<file path="src/rtl/mips_io_ctrl_if.sv">
// CPU-side request bus for the MIPS memory-mapped I/O responder.
// The master drives requests; the slave returns read data.
interface mips_io_ctrl_if #(
  parameter int DATA_W = 32
);
  logic [1:0]        io_addr;
  logic              io_rd;
  logic              io_wr;
  logic [DATA_W-1:0] io_wdata;
  logic [DATA_W-1:0] io_rdata;
  logic              io_rvalid;

  modport master (
    output io_addr, io_rd, io_wr, io_wdata,
    input  io_rdata, io_rvalid
  );

  modport slave (
    input  io_addr, io_rd, io_wr, io_wdata,
    output io_rdata, io_rvalid
  );
endinterface

</file>
<file path="src/rtl/mips_io_ctrl.sv">
// MIPS memory-mapped I/O: two captured input ports, LEDs, sticky status.
// Optional macro MIPS_IO_IRQ_EN adds a maskable io_irq output.
module mips_io_ctrl #(
  parameter int DATA_W      = 32,
  parameter int LED_W       = 16,
  parameter int SYNC_STAGES = 2
) (
  input  logic              clk,
  input  logic              rst,
  input  logic              port_sel,
  input  logic              port_en,
  input  logic [DATA_W-1:0] user_input,
  mips_io_ctrl_if.slave     bus,
  output logic [LED_W-1:0]  leds
`ifdef MIPS_IO_IRQ_EN
  ,
  output logic              io_irq
`endif
);

  logic [SYNC_STAGES-1:0] en_sync;
  logic [SYNC_STAGES-1:0] sel_sync;
  logic                   en_prev;
  logic                   en_s;
  logic                   sel_s;
  logic                   cap;
  logic                   cap0;
  logic                   cap1;

  logic [DATA_W-1:0] inport0;
  logic [DATA_W-1:0] inport1;
  logic              new0;
  logic              new1;
  logic              ovr;

  logic              rd0;
  logic              rd1;
  logic              rd_st;
  logic              wr_led;
  logic [DATA_W-1:0] led_ext;
  logic [DATA_W-1:0] st_ext;
  logic [DATA_W-1:0] rd_mux;
  logic              unused_bits;

  assign en_s  = en_sync[SYNC_STAGES-1];
  assign sel_s = sel_sync[SYNC_STAGES-1];
  assign cap   = en_s & ~en_prev;
  assign cap0  = cap & ~sel_s;
  assign cap1  = cap & sel_s;

  assign rd0    = bus.io_rd & (bus.io_addr == 2'd0);
  assign rd1    = bus.io_rd & (bus.io_addr == 2'd1);
  assign rd_st  = bus.io_rd & (bus.io_addr == 2'd3);
  assign wr_led = bus.io_wr & (bus.io_addr == 2'd2);

  // Upper write-data bits have no destination.
  assign unused_bits = ^bus.io_wdata;

  // Board inputs cross into clk; previous en kept for edge detect.
  always_ff @(posedge clk or negedge rst) begin
    if (!rst) begin
      en_sync  <= '0;
      sel_sync <= '0;
      en_prev  <= 1'b0;
    end else begin
      en_sync  <= {en_sync[SYNC_STAGES-2:0], port_en};
      sel_sync <= {sel_sync[SYNC_STAGES-2:0], port_sel};
      en_prev  <= en_s;
    end
  end

  // Capture user_input into the selected input port.
  always_ff @(posedge clk or negedge rst) begin
    if (!rst) begin
      inport0 <= '0;
      inport1 <= '0;
    end else begin
      if (cap0) inport0 <= user_input;
      if (cap1) inport1 <= user_input;
    end
  end

  // Sticky status: capture sets win over read clears.
  always_ff @(posedge clk or negedge rst) begin
    if (!rst) begin
      new0 <= 1'b0;
      new1 <= 1'b0;
      ovr  <= 1'b0;
    end else begin
      new0 <= cap0 | (new0 & ~rd0);
      new1 <= cap1 | (new1 & ~rd1);
      ovr  <= (cap0 & new0) | (cap1 & new1) | (ovr & ~rd_st);
    end
  end

  // LED register, written from the CPU bus.
  always_ff @(posedge clk or negedge rst) begin
    if (!rst) begin
      leds <= '0;
    end else if (wr_led) begin
      leds <= bus.io_wdata[LED_W-1:0];
    end
  end

  // Zero-extended views of LEDS and STATUS for the read mux.
  always_comb begin
    led_ext             = '0;
    led_ext[LED_W-1:0]  = leds;
    st_ext              = '0;
    st_ext[2:0]         = {ovr, new1, new0};
  end

  // Read mux sees pre-update register values.
  always_comb begin
    rd_mux = '0;
    unique case (bus.io_addr)
      2'd0: rd_mux = inport0;
      2'd1: rd_mux = inport1;
      2'd2: rd_mux = led_ext;
      2'd3: rd_mux = st_ext;
      default: rd_mux = '0;
    endcase
  end

  // Registered read response, one cycle after the strobe.
  always_ff @(posedge clk or negedge rst) begin
    if (!rst) begin
      bus.io_rdata  <= '0;
      bus.io_rvalid <= 1'b0;
    end else begin
      bus.io_rvalid <= bus.io_rd;
      if (bus.io_rd) bus.io_rdata <= rd_mux;
    end
  end

`ifdef MIPS_IO_IRQ_EN
  logic mask;
  logic wr_st;

  assign wr_st = bus.io_wr & (bus.io_addr == 2'd3);

  // Interrupt mask and registered interrupt from pending NEW bits.
  always_ff @(posedge clk or negedge rst) begin
    if (!rst) begin
      mask   <= 1'b0;
      io_irq <= 1'b0;
    end else begin
      if (wr_st) mask <= bus.io_wdata[0];
      io_irq <= (new0 | new1) & ~mask;
    end
  end
`endif

endmodule

</file>
<file path="src/flat_wrapper.sv">
// flat-port wrapper written by rule: the top's interface ports become plain ports
module mips_io_ctrl_flat 
#(
  parameter int DATA_W      = 32,
  parameter int LED_W       = 16,
  parameter int SYNC_STAGES = 2
)
  (clk, rst, port_sel, port_en, user_input, leds, bus_io_addr, bus_io_rd, bus_io_wr, bus_io_wdata, bus_io_rdata, bus_io_rvalid);
  mips_io_ctrl_if #(.DATA_W(DATA_W)) bus_i ();
  input  logic clk;
  input  logic rst;
  input  logic port_sel;
  input  logic port_en;
  input  logic [DATA_W-1:0] user_input;
  output logic [LED_W-1:0] leds;
  input wire logic [$bits(bus_i.io_addr)-1:0] bus_io_addr;
  input wire logic [$bits(bus_i.io_rd)-1:0] bus_io_rd;
  input wire logic [$bits(bus_i.io_wr)-1:0] bus_io_wr;
  input wire logic [$bits(bus_i.io_wdata)-1:0] bus_io_wdata;
  output wire logic [$bits(bus_i.io_rdata)-1:0] bus_io_rdata;
  output wire logic [$bits(bus_i.io_rvalid)-1:0] bus_io_rvalid;
  assign bus_i.io_addr = bus_io_addr;
  assign bus_i.io_rd = bus_io_rd;
  assign bus_i.io_wr = bus_io_wr;
  assign bus_i.io_wdata = bus_io_wdata;
  assign bus_io_rdata = bus_i.io_rdata;
  assign bus_io_rvalid = bus_i.io_rvalid;
  mips_io_ctrl #(.DATA_W(DATA_W), .LED_W(LED_W), .SYNC_STAGES(SYNC_STAGES)) u_core (.clk(clk), .rst(rst), .port_sel(port_sel), .port_en(port_en), .user_input(user_input), .bus(bus_i), .leds(leds));
endmodule
</file>
<file path="config.mk">
export PLATFORM = sky130hd
export DESIGN_NAME = mips_io_ctrl_flat
export DESIGN_NICKNAME = d
export VERILOG_FILES = /design/src/rtl/mips_io_ctrl_if.sv /design/src/rtl/mips_io_ctrl.sv /design/src/flat_wrapper.sv
export SDC_FILE = /design/constraint.sdc
export NUM_CORES = 1
export LEC_CHECK = 0
export ABC_AREA = 0
export CORE_UTILIZATION = 49
export DETAILED_ROUTE_END_ITERATION = 8
export GPL_TIMING_DRIVEN = 1
export PLACE_DENSITY = 0.87
export SETUP_SLACK_MARGIN = 0.02
export SLEW_MARGIN = 20
export SYNTH_ARGS = -nofsm -noshare
export SYNTH_HDL_FRONTEND = slang
export SYNTH_SLANG_ARGS = --single-unit
</file>
<file path="constraint.sdc">
create_clock -name clk -period 2 [get_ports clk]
set_clock_uncertainty 0.05 [all_clocks]
set_input_delay 0.6 -clock clk [delete_from_list [all_inputs] [get_ports clk]]
set_output_delay 0.6 -clock clk [all_outputs]
set_load 0.02 [all_outputs]
</file>
==> impl_metrics.py, run 1 <==
metrics = {
    "logic_synthesis": {
        "yosysWarnings": 0,
        "syn-cell-area_um2": 5004,
        "yosysUniqueCellTypes": 27,
        "avgSynthCellArea_um2": 13.67,
        "ys_seq_elements": 121,
        "netlist_instances": 366,
        "syn-num-nets": 438,
        "yosysSeqAreaShare_pct": 60.52,
    },
    "floorplan": {
        "die_y_um": 103.1,
        "top_level_ports": 121,
        "die_w_um": 103.1,
        "coreArea_um2": 9819,
        "rows": 36,
        "initial_core_util_pct": 50.96,
        "die-area_um2": 10620,
    },
    "critical_path": {
        "rr_endpoint": "u_core.inport0[31]$_DFFE_PN0P_",
        "cp_slowest_stage_delay_ns": 0.38,
        "regToRegSetupSlack_ns": 0.53,
        "cp.required_ns": 1.35,
        "cp.arrival_ns": 1.25,
        "ff2ff_path_depth": 3,
        "end_kind": "output port",
        "start_kind": "flip-flop",
        "crit_chain": "dlygate4sd2_1",
        "slowest_stage": "dfrtp_1",
        "critPathBufInv": 1,
        "criticalPathCategory": "flip-flop to output port",
        "r2r_start": "u_core.en_prev$_DFF_PN0_",
        "worstPathMaxFanout": 3,
        "cp_top_family": "flip-flops",
    },
    "clock_network": {
        "cts_max_level": 4,
        "clock-sinks": 121,
        "clk_pin_slew_ns": 0.05,
        "cts_root_buf": "clkbuf_8",
        "clk_latency_ns": 0.51,
        "clock_path_buffers": 2,
        "cts_made_buffers": 17,
        "tritoncts": "yes",
    },
    "layout": {
        "syn_to_final_growth_pct": 36.91,
        "fin_nets": 558,
        "multi_input_area_um2": 1767,
        "diodes": 0,
        "regArea_um2": 3028,
        "layout-drive-gt1-share_pct": 27.51,
        "fillers": 709,
        "fin_cells": 631,
    },
    "outcome": {
        "status": "complete, no violations",
    },
    "sta": {
        "rsz0062_at_grt": "no",
        "worst_pin_slew_ns": 0.3771,
        "fmax_mhz": 525.1,
        "period_share_pct": 95.23,
        "relSlewSlack_pct": 74.86,
        "drv_slew": 0,
        "finalCriticalPeriod_ns": 1.905,
        "report.final.hold_viol_count": 0,
        "setup_viol": 0,
    },
    "power_and_ir_drop": {
        "finalPower_mw": 7.601,
        "powerDensity_nw_per_um2": 1110,
        "ir_drop_v": 0.0007094,
        "p_leak_nw": 3.130,
    },
    "worst_hold_path": {
        "whs_path_depth": 0,
        "hold_class": "flip-flop to flip-flop",
        "hp-start": "u_core.sel_sync[0]$_DFF_PN0_",
        "hold_end": "u_core.sel_sync[1]$_DFF_PN0_",
    },
    "global_routing": {
        "grt_pass1_wl_mm": 17.95,
        "grt_max_degree": 44,
        "grt_pass1_vias": 3613,
        "grtUsageTotal_pct": 22.99,
        "antenna_found_initial": 0,
        "grt-ovfl-total": 0,
    },
    "detailed_routing": {
        "antenna_left": 0,
        "dr.pass1.iters": 4,
        "viasPerCell": 5.357,
        "avgRoutedWirePerCell_um": 17.80,
        "vias": 3380,
        "drt-initial-drc-count": 80,
        "drc": 0,
        "routed_wl_mm": 11.23,
    },
    "placement": {
        "dp_cells": 599,
        "dp_hpwl_mm": 7.522,
        "io_buffers": 104,
        "gp_congestion": 0.7914,
    },
    "job": {
        "maxCapViolations": 0,
    },
}
## layer usage
layer | wire length [um] | GRT usage [%] | share of wire (%)
met3 | 661 | 7.254 | 5.9
met4 | 158 | 7.692 | 1.4
met5 | 0 | 0 | 0
met2 | 5673 | 38.77 | 51
met1 | 4737 | 28.10 | 42
## repair_timing
item | 4_1_cts | 5_1_grt
hold buffers | 1 | 0
buffers inserted | 0 | 0
setup endpoints to repair | 49 | 0
resized for setup | 49 | 0
endpoints found under the hold margin | 22 | 0
## synthesized netlist by cell type
cell	count	area [um2]
buf_6	2	22.52
nand3_1	1	5.000
o22ai_1	16	100.1
a21o_1	1	7.510
nor2b_1	2	12.51
or2_2	2	12.51
nor3b_4	1	18.77
a31oi_1	13	81.33
o221ai_1	3	26.28
nand2_1	18	67.56
or2_0	10	62.56
nor2_1	14	52.55
o21ai_0	1	5.000
buf_4	7	52.55
mux2i_1	32	320.3
mux2_2	81	912.1
mux2_1	2	22.52
inv_1	20	75.07
nand2b_1	2	12.51
nand3b_2	1	11.26
clkbuf_1	2	7.510
buf_2	8	40.04
nand3b_4	1	20.02
buf_1	3	11.26
or2_1	1	6.260
dfrtp_1	121	3028
a221o_1	1	10.01
## worst max path at each step
stage / endpoint / from / cells past startpoint / slack [ns]
global route: leds[14] / u_core.leds[14]$_DFFE_PN0P_ / 1 / 0.04
finish: leds[9] / u_core.leds[9]$_DFFE_PN0P_ / 1 / 0.1
detailed placement: u_core.leds[4]$_DFFE_PN0P_ / bus_io_addr[1] / 4 / -0.13
CTS: leds[9] / u_core.leds[9]$_DFFE_PN0P_ / 1 / 0.07
global placement: u_core.leds[15]$_DFFE_PN0P_ / bus_io_addr[1] / 4 / -0.1
floorplan: u_core.leds[10]$_DFFE_PN0P_ / bus_io_addr[0] / 4 / 0.39
## layout by cell type, fill, tap and decap left out
| cell | instances |
|---|---|
| mux2i_1 | 32 |
| a21o_1 | 1 |
| buf_12 | 6 |
| nand3b_2 | 1 |
| buf_2 | 2 |
| or2_2 | 2 |
| mux2_1 | 2 |
| a31oi_1 | 13 |
| clkbuf_8 | 6 |
| clkinv_2 | 4 |
| inv_1 | 20 |
| dlygate4sd2_1 | 49 |
| dfrtp_1 | 121 |
| or2_0 | 10 |
| nor2_1 | 14 |
| o221ai_1 | 3 |
| clkbuf_16 | 16 |
| dlygate4sd3_1 | 1 |
| nand2_1 | 18 |
| nor2b_1 | 2 |
| bufinv_16 | 4 |
| clkbuf_1 | 1 |
| nor3b_4 | 1 |
| nand3_1 | 1 |
| mux2_2 | 81 |
| clkdlybuf4s50_1 | 52 |
| nand2b_1 | 2 |
| nand3b_4 | 1 |
| o21ai_0 | 1 |
| buf_4 | 13 |
| o22ai_1 | 16 |
| a221o_1 | 1 |
| or2_1 | 1 |
## cell type report
| cell class | instances | share of cell area [%] |
|---|---|---|
| well taps | 133 | 2.429 |
| clock buffers | 23 | 7.105 |
| repair buffers | 123 | 17.33 |
| inverters | 20 | 1.096 |
| multi-input cells | 203 | 25.79 |
| clock inverters | 8 | 2.046 |
| flip-flops and latches | 121 | 44.20 |
## metrics by stage
step / setup slack, ns / utilization (%) / setup TNS, ns / hold WS, ns / cell area, um2
final: 0.09548 / 69.76 / 0 / 0.3021 / 6850
after global routing: 0.03615 / 69.76 / 0 / 0.3107 / 6850
after floorplan: 0.3851 / - / 0 / 0.2544 / 5004
after global placement: -0.09847 / 63.90 / -1.532 / 0.2938 / 6275
after detailed placement: -0.1348 / 63.90 / -2.076 / 0.2878 / 6275
after CTS: 0.06614 / 69.76 / 0 / 0.3092 / 6850
## registers in the layout (all words and copies together), names as in the netlist
signal / flops
u_core.inport0: 32
u_core.ovr: 1
u_core.new1: 1
u_core.bus.io_rvalid: 1
u_core.en_sync: 2
u_core.bus.io_rdata: 32
u_core.inport1: 32
u_core.en_prev: 1
u_core.sel_sync: 2
u_core.leds: 16
u_core.new0: 1
## logic make-up after synthesis
family                 after synthesis  synth area share [%]
AND/OR/NAND/NOR                     53                 5.626
multiplexers                       115                 25.08
flip-flops                         121                 60.52
AO/OA/AOI/OAI                       35                 4.601
buffers and inverters               42                 4.176
## where the power goes
group	internal, mW	switching [mW]
clock	2.17	1.01
combinational	0.673	0.625
sequential	2.87	0.248
Power figures use the tool's default switching activity.
==> run 2, diff against run 1 <==
==> constraint.sdc (replaced) <==
create_clock -name clk -period 2 [get_ports clk]
set_clock_uncertainty 0.05 [all_clocks]
set_input_delay 0.6 -clock clk [delete_from_list [all_inputs] [get_ports clk]]
set_output_delay 0.6 -clock clk [all_outputs]
set_load 0.005 [all_outputs]
==> run 2 against run 1 <==
  * Sequential share of layout area down 0.71 points
  * Global-route usage is 0.32 points higher
  * Register-to-register slack hardly changed
  * Non-clock buffer count grew 15
  * Power decreased by 1.3%
  * Largest power group unchanged
==> impl_metrics.py, run 2 (synthesis results as in run 1) <==
metrics = {
    "outcome": {
        "status": "complete, no violations",
    },
    "power_and_ir_drop": {
        "p_leak_nw": 3.204,
        "powerDensity_nw_per_um2": 1078,
        "ir_drop_v": 0.0006766,
    },
    "worst_hold_path": {
        "hold_class": "flip-flop to flip-flop",
    },
    "global_routing": {
        "antenna_found_initial": 0,
        "grt_pass1_vias": 3692,
        "met2_usage_pct": 39.74,
        "busiest_layer": "met2",
        "grt_max_degree": 44,
        "met3_usage_pct": 7.254,
        "grt_pass1_wl_mm": 18.20,
        "grtUsageMet1_pct": 28.22,
        "grt-ovfl-total": 0,
        "grtUsageTotal_pct": 23.31,
    },
    "critical_path": {
        "end_kind": "output port",
        "slowest_stage": "dfrtp_1",
        "critPathBufInv": 1,
        "cp.arrival_ns": 1.20,
        "cp_slowest_stage_delay_ns": 0.40,
        "worstPathMaxFanout": 2,
        "crit_chain": "dlygate4sd2_1",
        "cp_top_family": "flip-flops",
        "criticalPathCategory": "flip-flop to output port",
        "cp.required_ns": 1.35,
        "start_kind": "flip-flop",
    },
    "detailed_routing": {
        "viasPerCell": 5.308,
        "antenna_left": 0,
        "routed_wl_mm": 11.47,
        "vias": 3429,
        "drc": 0,
        "dr.pass1.iters": 4,
        "drt-initial-drc-count": 87,
        "avgRoutedWirePerCell_um": 17.76,
    },
    "clock_network": {
        "clock-sinks": 121,
        "clk_latency_ns": 0.51,
        "cts_made_buffers": 17,
        "cts_root_buf": "clkbuf_8",
        "clk_pin_slew_ns": 0.05,
        "cts_max_level": 4,
        "clock_path_buffers": 2,
        "tritoncts": "yes",
    },
    "sta": {
        "period_share_pct": 92.50,
        "fmax_mhz": 540.5,
        "worst_pin_slew_ns": 0.3761,
        "tns_ns": 0,
        "rsz0062_at_grt": "no",
        "drv_slew": 0,
        "report.final.hold_viol_count": 0,
        "finalCriticalPeriod_ns": 1.850,
        "relSlewSlack_pct": 74.92,
        "worst_slack_ns": 0.1500,
        "setup_viol": 0,
    },
    "layout": {
        "diodes": 0,
        "syn_to_final_growth_pct": 39.16,
        "reg_top3": "u_core.bus.io_rdata x32, u_core.inport0 x32, u_core.inport1 x32",
        "fin_nets": 573,
        "fillers": 693,
        "final_cell_mix": "dfrtp_1, mux2_2, clkdlybuf4s50_1",
        "layout-drive-gt1-share_pct": 29.63,
        "mostFrequentLayoutCell": "dfrtp_1",
    },
    "floorplan": {
        "top_level_ports": 121,
        "coreArea_um2": 9819,
        "initial_core_util_pct": 50.96,
        "rows": 36,
        "die_w_um": 103.1,
        "die_y_um": 103.1,
        "die-area_um2": 10620,
    },
    "placement": {
        "dp_hpwl_mm": 7.522,
        "gp_congestion": 0.7914,
        "place_ws_ns": -0.1348,
        "io_buffers": 104,
    },
    "job": {
        "maxCapViolations": 0,
    },
}
==> run 2: changes by cell type in the layout (fill, tap and decap cells not counted) <==
cell	before	now
buf_4	13	28
==> run 2: worst paths after layout <==
| path | from | endpoint | slack, ns | depth (start not counted) |
|---|---|---|---|---|
| setup / recovery | u_core.bus.io_rdata[5]$_DFFE_PN0P_ | bus_io_rdata[5] | 0.15 | 1 |
| hold / removal | u_core.sel_sync[0]$_DFF_PN0_ | u_core.sel_sync[1]$_DFF_PN0_ | 0.30 | 0 |
| setup reg to reg | u_core.en_prev$_DFF_PN0_ | u_core.inport0[19]$_DFFE_PN0P_ | 0.52 | 3 |
| hold reg to reg | u_core.sel_sync[0]$_DFF_PN0_ | u_core.sel_sync[1]$_DFF_PN0_ | 0.30 | 0 |
| max in group asynchronous | rst | u_core.inport0[24]$_DFFE_PN0P_ | 0.84 | 3 |
| min in group asynchronous | rst | u_core.leds[1]$_DFFE_PN0P_ | 0.50 | 2 |
==> run 2: area by class of cell <==
class / count / area, um2 / share of cell area [%]
sequential: 121 / 3028 / 43.49
inverter: 20 / 75.07 / 1.078
clock buffer: 23 / 486.7 / 6.990
clock inverter: 8 / 140.1 / 2.013
tap: 133 / 166.4 / 2.390
multi-input combinational: 203 / 1767 / 25.37
timing repair buffer: 138 / 1300 / 18.67
==> run 2: repair_timing <==
item,in CTS,in global routing
resized for setup,49,0
setup endpoints to repair,49,0
buffers inserted,15,0
hold endpoints to repair,22,0
hold buffers,1,0
==> run 2: metrics by stage <==
stage               cells  instance area (um2)  hold slack [ns]  total power, mW  util (%)
floorplan             366                 5004           0.2544            3.689         -
global route          646                 6963           0.3107            7.814     70.91
detailed placement    599                 6275           0.2878            4.386     63.90
finish                646                 6963           0.3023            7.503     70.91
global placement      599                 6275           0.2938            4.298     63.90
CTS                   646                 6963           0.3092            7.551     70.91
==> run 2: per-layer routing <==
metal,up-vias,wire length (um)
met3,16,650
met4,0,149
met1,1768,4817
li1,1547,-
met5,-,0
met2,98,5855
==> run 2: power breakdown <==
part	switching (mW)	total [mW]	internal (mW)
Clock	1.01	3.18	2.17
Sequential	0.234	3.11	2.87
Combinational	0.473	1.21	0.739
Total	1.72	7.50	5.78
==> run 3, diff against run 2 <==
- CAP_MARGIN: default -> 20
==> results of run 3 <==
The final DEF is identical to that of run 2; final timing and power are the same.
